<file path="src/rtl/fetch_decode_alu.sv">
// Single-cycle IR, decoder, immediate extender and ALU for a MIPS-like subset.
// Ports: clk/rst_n, ir_load+inst_in capture, rs/rt data in; IR fields, controls, alu_out, zf out.
module fetch_decode_alu (
  input  logic        clk,
  input  logic        rst_n,
  input  logic        ir_load,
  input  logic [31:0] inst_in,
  input  logic [31:0] rs_data,
  input  logic [31:0] rt_data,
  output logic [31:0] inst,
  output logic [4:0]  rs,
  output logic [4:0]  rt,
  output logic [4:0]  rd,
  output logic [15:0] imm16,
  output logic [25:0] imm26,
  output logic [31:0] imm_ext,
  output logic [3:0]  alu_ctr,
  output logic        reg_dst,
  output logic        reg_wrt,
  output logic        mem_read,
  output logic        mem_wrt,
  output logic        mem_reg,
  output logic        alu_src,
  output logic        branch,
  output logic        jump,
  output logic [31:0] alu_out,
  output logic        zf
);

  localparam logic [3:0] ALU_AND = 4'b0000;
  localparam logic [3:0] ALU_OR  = 4'b0001;
  localparam logic [3:0] ALU_ADD = 4'b0010;
  localparam logic [3:0] ALU_SUB = 4'b0110;
  localparam logic [3:0] ALU_SLT = 4'b0111;
  localparam logic [3:0] ALU_NOR = 4'b1100;

  localparam logic [5:0] OP_R    = 6'b000000;
  localparam logic [5:0] OP_LW   = 6'b100011;
  localparam logic [5:0] OP_SW   = 6'b101011;
  localparam logic [5:0] OP_BEQ  = 6'b000100;
  localparam logic [5:0] OP_ADDI = 6'b001000;
  localparam logic [5:0] OP_ANDI = 6'b001100;
  localparam logic [5:0] OP_ORI  = 6'b001101;
  localparam logic [5:0] OP_J    = 6'b000010;

  logic [5:0]  op;
  logic [5:0]  funct;
  logic        is_r;
  logic [31:0] opb;

  always_ff @(posedge clk or negedge rst_n) begin
    if (!rst_n)       inst <= 32'h0;
    else if (ir_load) inst <= inst_in;
  end

  assign op    = inst[31:26];
  assign funct = inst[5:0];
  assign rs    = inst[25:21];
  assign rt    = inst[20:16];
  assign rd    = inst[15:11];
  assign imm16 = inst[15:0];
  assign imm26 = inst[25:0];
  assign is_r  = (op == OP_R);

  // Logical immediates zero-extend; everything else sign-extends.
  assign imm_ext = (op == OP_ANDI || op == OP_ORI)
                 ? {16'h0, imm16}
                 : {{16{imm16[15]}}, imm16};

  always_comb begin
    alu_ctr  = ALU_ADD;
    reg_dst  = 1'b0;
    reg_wrt  = 1'b0;
    mem_read = 1'b0;
    mem_wrt  = 1'b0;
    mem_reg  = 1'b0;
    alu_src  = 1'b0;
    branch   = 1'b0;
    jump     = 1'b0;
    unique case (1'b1)
      is_r && funct == 6'b100000: begin
        alu_ctr = ALU_ADD; reg_dst = 1'b1; reg_wrt = 1'b1;
      end
      is_r && funct == 6'b100010: begin
        alu_ctr = ALU_SUB; reg_dst = 1'b1; reg_wrt = 1'b1;
      end
      is_r && funct == 6'b100100: begin
        alu_ctr = ALU_AND; reg_dst = 1'b1; reg_wrt = 1'b1;
      end
      is_r && funct == 6'b100101: begin
        alu_ctr = ALU_OR;  reg_dst = 1'b1; reg_wrt = 1'b1;
      end
      is_r && funct == 6'b101010: begin
        alu_ctr = ALU_SLT; reg_dst = 1'b1; reg_wrt = 1'b1;
      end
      is_r && funct == 6'b100111: begin
        alu_ctr = ALU_NOR; reg_dst = 1'b1; reg_wrt = 1'b1;
      end
      op == OP_LW: begin
        alu_src = 1'b1; reg_wrt = 1'b1;
        mem_read = 1'b1; mem_reg = 1'b1;
      end
      op == OP_SW: begin
        alu_src = 1'b1; mem_wrt = 1'b1;
      end
      op == OP_BEQ: begin
        alu_ctr = ALU_SUB; branch = 1'b1;
      end
      op == OP_ADDI: begin
        alu_src = 1'b1; reg_wrt = 1'b1;
      end
      op == OP_ANDI: begin
        alu_ctr = ALU_AND; alu_src = 1'b1; reg_wrt = 1'b1;
      end
      op == OP_ORI: begin
        alu_ctr = ALU_OR; alu_src = 1'b1; reg_wrt = 1'b1;
      end
      op == OP_J: jump = 1'b1;
      default: ;
    endcase
  end

  assign opb = alu_src ? imm_ext : rt_data;

  always_comb begin
    alu_out = 32'h0;
    unique case (alu_ctr)
      ALU_AND: alu_out = rs_data & opb;
      ALU_OR:  alu_out = rs_data | opb;
      ALU_ADD: alu_out = rs_data + opb;
      ALU_SUB: alu_out = rs_data - opb;
      ALU_SLT: alu_out = {31'h0, $signed(rs_data) < $signed(opb)};
      ALU_NOR: alu_out = ~(rs_data | opb);
      default: alu_out = 32'h0;
    endcase
  end

  assign zf = (alu_out == 32'h0);

endmodule

</file>
<file path="config.mk">
export PLATFORM = sky130hd
export DESIGN_NAME = fetch_decode_alu
export DESIGN_NICKNAME = d
export VERILOG_FILES = /design/src/rtl/fetch_decode_alu.sv
export SDC_FILE = /design/constraint.sdc
export NUM_CORES = 1
export LEC_CHECK = 0
export BUFFER_PORTS_ARGS = -buffer_cell sky130_fd_sc_hd__clkbuf_2
export CAP_MARGIN = 20
export CORE_MARGIN = 1.5
export CORE_UTILIZATION = 35
export DETAILED_ROUTE_END_ITERATION = 16
export PLACE_DENSITY = 0.69
export SLEW_MARGIN = 20
export SYNTH_ARGS = -nofsm -noshare
export SYNTH_HDL_FRONTEND = slang
export SYNTH_SLANG_ARGS = --single-unit
</file>
<file path="constraint.sdc">
create_clock -name clk -period 11 [get_ports clk]
set_clock_uncertainty 0.15 [all_clocks]
set_input_delay 0.55 -clock clk [delete_from_list [all_inputs] [get_ports clk]]
set_output_delay 0.55 -clock clk [all_outputs]
set_load 0.1 [all_outputs]
</file>
# Yosys cells after proc, flatten, opt, wreduce, memory -nomap -nowiden
# Index checks and enable logic that the tools add are counted.
[totals] rom_bits=0 in_bits=99 latch_bits=0 wordCells=52 mem_count=0 output_inout_bits=166 ramBits=0 regBits=32
[op_classes] add_sub_neg=2 n_eq_ne=18 mux=11 div_mod_pow=0 n_mul=0 n_reduce_logical=16 n_bitwise=3 shift=0 n_lt_le_gt_ge=1
[op_table] operator="one-hot mux 32 bit (6 select lines)" n=1
[op_table] operator="two-way mux 32 bit" n=2
[op_table] operator="equality test 6 bit, second input constant" n=8
[op_table] operator="adder 32 bit" n=1
[op_table] operator="bitwise AND 32 bit" n=1
[op_table] operator="logical NOT 32 bit" n=1
[op_table] operator="< comparator 32 bit" n=1
[op_table] operator="NOT 32 bit" n=1
[op_table] operator="bitwise OR 32 bit" n=1
[op_table] operator="subtractor 32 bit" n=1
[op_table] operator="one-hot mux 4 bit (5 select lines)" n=1
[op_table] operator="equality test 6 x 4 -> 1 bit, second input constant" n=3
[op_table] operator="OR reduction 10 bit" n=1
[op_table] operator="equality test 4 x 3 -> 1 bit, second input constant" n=2
[op_table] operator="two-way mux 1 bit" n=7
[op_table] operator="equality test 6 x 2 -> 1 bit, second input constant" n=1
[op_table] operator="equality test 6 x 3 -> 1 bit, second input constant" n=1
[op_table] operator="logical AND 1 bit" n=6
[op_table] operator="logical NOT 6 bit" n=1
[op_table] operator="OR reduction 2 bit" n=3
[op_table] operator="OR reduction 6 bit" n=1
[op_table] operator="OR reduction 5 bit" n=1
[op_table] operator="equality test 4 x 1 -> 1 bit, second input constant" n=1
[op_table] operator="equality test 4 x 2 -> 1 bit, second input constant" n=1
[op_table] operator="3 further kinds" n=3

# Longest topological paths before layout
[depth] word_depth=8 depth_mapped=23

# Worst setup path after synthesis
# Ideal clock, no wire load.
[synth_timing] path_kind="reg2out" from="register inst[26]" to="output port zf" stages_incl_launch_ff=20 t_arrival_ps=11230 setup_slack_ps=-930 path_cell_list="dfrtp_1 -> nand3_1 -> nor4b_1 -> o21ba_2 -> clkbuf_1 -> clkbuf_1 -> o21ai_0 -> inv_1 -> ha_1 -> nor2_1 -> o311ai_1 -> o2111ai_1 -> a31oi_1 -> o21ai_1 -> a311oi_2 -> nor2_1 -> a211oi_1 -> o21ai_0 -> or4_1 -> nor4_2"
[synth_between] elab_chain_cells=8 word_cells_on_any_way=35
[synth_rtl] item="from (decl)" line="10" text="output logic [31:0] inst,"
[synth_rtl] item="from (signal assigned)" line="53" text="else if (ir_load) inst <= inst_in;"
[synth_rtl] item="parallel branches: the longest is 6 deep, another holds subtractor 32 bit"
[synth_rtl] item="one-hot mux 32 bit (6 select lines) *" line="127" text="unique case (alu_ctr)"
[synth_rtl] item="net alu_out[27]" line="26" text="output logic [31:0] alu_out,"
[synth_rtl] item="logical NOT 32 bit *" line="138" text="assign zf = (alu_out == 32'h0);"
[synth_rtl] item="to (decl)" line="27" text="output logic zf"
# Mark *: on every way through the listed nets, which the timed path passes.

# Worst setup path after layout
[layout_timing] from="register inst[28]" to="output port zf"
[layout_between] elab_chain_cells=8 word_cells_on_any_way=35
[layout_rtl] item="parallel branches: the longest is 6 deep, another holds subtractor 32 bit"
[layout_rtl] item="one-hot mux 32 bit (6 select lines) *" line="127"
[layout_rtl] item="logical NOT 32 bit *" line="138"
# Mark *: on every way between the ends.

==> results.txt <==
----------------------------------------------------
[Power and ir drop]
  Total power divided by cell area ... ~170 mW/mm2
  Maximum resistive drop on vdd ... approximately 0.12 mV
  Leak Pwr ... 4.47 nW
  Post-route total power ... 1.46 mW

[Clocking]
  CTS tree ... built
  Post-CTS setup buffer count ... 0
  Resized cells post-CTS ... 0
  Clock insertion delay at the later pin of the skew report ... between 0.2 and 0.3 ns
  Maximum root-to-sink buffer count ... 2
  Register clock-pin slew on the reported worst setup and hold paths ... 0.06 ns
  Root buffer cell ... clkbuf_16
  Deepest level of the CTS H-tree ... 2
  Cts bufs inserted ... 5
  Clk sinks ... 32
  Hold buffer count at CTS ... 0

[Critical path]
  Worst setup path class ... register to primary output
  Critical register-to-register path startpoint ... inst[1]
  Standard cell with the maximum stage delay on the critical path ... o21ba_2
  Critical path's top delay family ... compound AO/OA/AOI/OAI gates
  CP Launch Point ... inst[28]
  Worst path buffer plus inverter count ... 2
  Endpoint class of the critical path ... primary output
  Cell count along the critical path ... 19
  Worst Reg2Reg Path Length in Cells ... 2
  Dominant cell type by count on the critical path ... nor4_2
  Cells traversed along the worst timing path ... nand2b_1, a31oi_1, o21ba_2, nand2_1, o21ai_0, inv_1, ha_1, nor2_1, o311ai_1, o2111ai_1, a311oi_1, xor2_1, a221o_1, or4b_1, or4_1, nor4_2, nand3b_1, nor4_2, clkbuf_2
  Crit-path max cell delay ... 0.77 ns
  CP required ... 10.30 ns
  Data arrival time at the worst-slack endpoint ... 6.65 ns
  Highest net fanout along the worst path ... 35
  Startpoint type of the worst setup path ... register

[Drt]
  Number of iterations in the first detailed-routing pass ... 5
  Per-cell routed wire length ... 18.7 um
  Aggregate routed wire length ... 27.2 mm
  DRC violations left ... 0
  Total vias in the final route ... 8326
  Number of violations reported at the end of detailed-routing iteration 0 ... ~660
  Ratio of routed vias to standard cells ... roughly 5.7
  Antenna Nets Post-Route ... 0

[Timing]
  Smallest setup slack after layout ... ~3.6 ns
  Pin slew with the least headroom to its limit ... 1.08 ns
  Portion of the clock cycle consumed by the worst path in the final layout ... 66.9%
  Peak clock frequency supported by timing ... 0.136 GHz
  Setup TNS ... 0 ns
  Unrepaired setup endpoints after global routing ... false
  Final setup violation count ... 0
  Worst slew margin ... 27.9%
  Final Max Slew Viols ... 0
  Final-report hold violation count ... 0
  Shortest clock period the worst path allows after layout ... ~7.4 ns

[Placement]
  Area of placed instances ... 0.00866 mm2
  # placed instances ... 1448
  Worst slack, placed ... 3.93 ns
  Count of buffers from port buffering ... 264
  RD Place Congestion ... 0.961
  Half-perimeter wire length after placement ... 21.6 mm

[Synthesis]
  Area fraction of the dominant cell type after synthesis ... ~17%
  Yosys warns ... 0
  Register bit count reported by yosys ... 32
  Most numerous cell types in the synthesized netlist ... ha_1, inv_1, buf_4, nor2_1, a21oi_1
  Count of mapped cells out of synthesis ... between 1000 and 1500
  Share of the yosys chip area belonging to registers ... between 10% and 20%
  Most common cell in the netlist ... ha_1
  Total standard cell area after synthesis ... 0.00784 mm2
  Top cells by area in the synthesized netlist ... ha_1, dfrtp_1, buf_4, mux2_2, a21oi_1
  Cell type with the highest aggregate area in the netlist ... ha_1
  Count of unique library cells instantiated by Yosys ... 83
  Mapped Nets ... 1255
  Average cell area after synthesis ... between 7 and 8 um2
  EDFF count, synth ... 0
  Post-synthesis async set-or-reset flop share ... 100%
  Top FF cell, synth ... dfrtp_1

[Final layout]
  Fill cell total of the finished layout ... 2326
  Non-filler cells in the finished layout ... about 1500
  Area of combinational cells with multiple inputs ... just under 0.006 mm2
  Antenna fix cells ... 0
  Register area ... 801 um2
  Syn-to-layout area delta ... 12.6%
  Largest registers ranked by flip-flop count ... inst: 32 flops
  Nets ... ~1400
  Final instance area ... ~0.0088 mm2
  Max FFs per register ... 32
  Share of layout cells above drive strength 1 ... 30.0%
  Most flop-heavy register ... inst

[Die]
  Initial standard-cell utilization of the core ... ~36%
  Chip height ... roughly 150 um
  Die outline width ... between 150 and 200 um
  Number of cell rows ... 54
  Number of primary I/O pins ... roughly 270
  Core Box Area ... 0.0219 mm2
  Full die area ... 0.0233 mm2

[GRT]
  Aggregate global-route resource usage ... ~22%
  Number of global-route vias before repair ... just under 8000
  Wire length of the first global-routing pass ... 42.4 mm
  Overall overflow remaining after global route ... 0
  Maximum number of pins on one net before global-route repair ... 36
  Number of antenna violations at the first check in global routing ... 0

[Outcome]
  Outcome ... finished clean

[Worst hold path]
  Path category of the worst min-delay check ... primary input to asynchronous set/reset pin

[Job]
  Maximum capacitance violations ... 0

----------------------------------------------------
[power breakdown]
group / switching [mW] / total [mW] / internal, mW / leakage, nW
combinational: 0.923 / 1.15 / 0.227 / 4.02
sequential: 0.0250 / 0.154 / 0.129 / 0.375
clock: 0.0533 / 0.160 / 0.106 / 0.0798
[worst register-to-register path, stage by stage (launching register included)]
cell and delay, ns:
dfrtp_1 0.60, inv_1 0.21, o21ai_0 0.19
[area by class of cell]
cell class,instances,area share (%)
multi-input cells,767,65.3
repair buffers,271,15.6
flip-flops and latches,32,9.07
inverters,98,4.16
well taps,280,3.97
clock buffers,5,1.42
clock inverters,3,0.482
[path summary, 6_finish.rpt]
kind | end | slack, ns
setup / recovery | zf | 3.65
hold / removal | inst[17] | 0.20
setup reg to reg | inst[1] | 9.77
hold reg to reg | inst[16] | 0.41
max in group asynchronous | inst[25] | 9.98
min in group clk | inst[1] | 0.33
[layout by cell type, fill, tap and decap left out, types with 10 or more instances in the layout]
master,count
dfrtp_1,32
nand2_1,49
a221oi_1,26
a21o_1,35
mux2_2,48
nand3_1,15
o31ai_1,10
inv_1,98
clkbuf_2,264
a221o_1,13
a31oi_1,13
ha_1,107
o21bai_1,10
nor4_1,14
nor3_1,25
nand2b_1,15
a211oi_1,13
o21ai_0,46
nor2_1,91
a21oi_1,77
[per-layer routing]
layer  share of wire, %  GRT usage (%)
met2                 48           39.0
met3                7.8           3.87
met1                 41           27.6
met5                  0              0
met4                2.6           7.01
[logic make-up after synthesis]
group	after synthesis	share of synthesized area, %
adder cells (fa/ha/maj)	109	17.6
buffers and inverters	248	16.6
multiplexers	49	7.02
AO/OA/AOI/OAI	338	30.7
AND/OR/NAND/NOR	264	17.1
flip-flops	32	10.2
XOR/XNOR	7	0.782
[metrics by stage]
step | utilization, % | hold WS (ns)
2_1_floorplan | - | 0.104
3_3_place_gp | 39.6 | 0.386
3_5_place_dp | 39.6 | 0.398
4_1_cts | 40.3 | 0.237
5_1_grt | 40.3 | 0.276
6_report | 40.3 | 0.204
(Power assumes the default switching activity.)
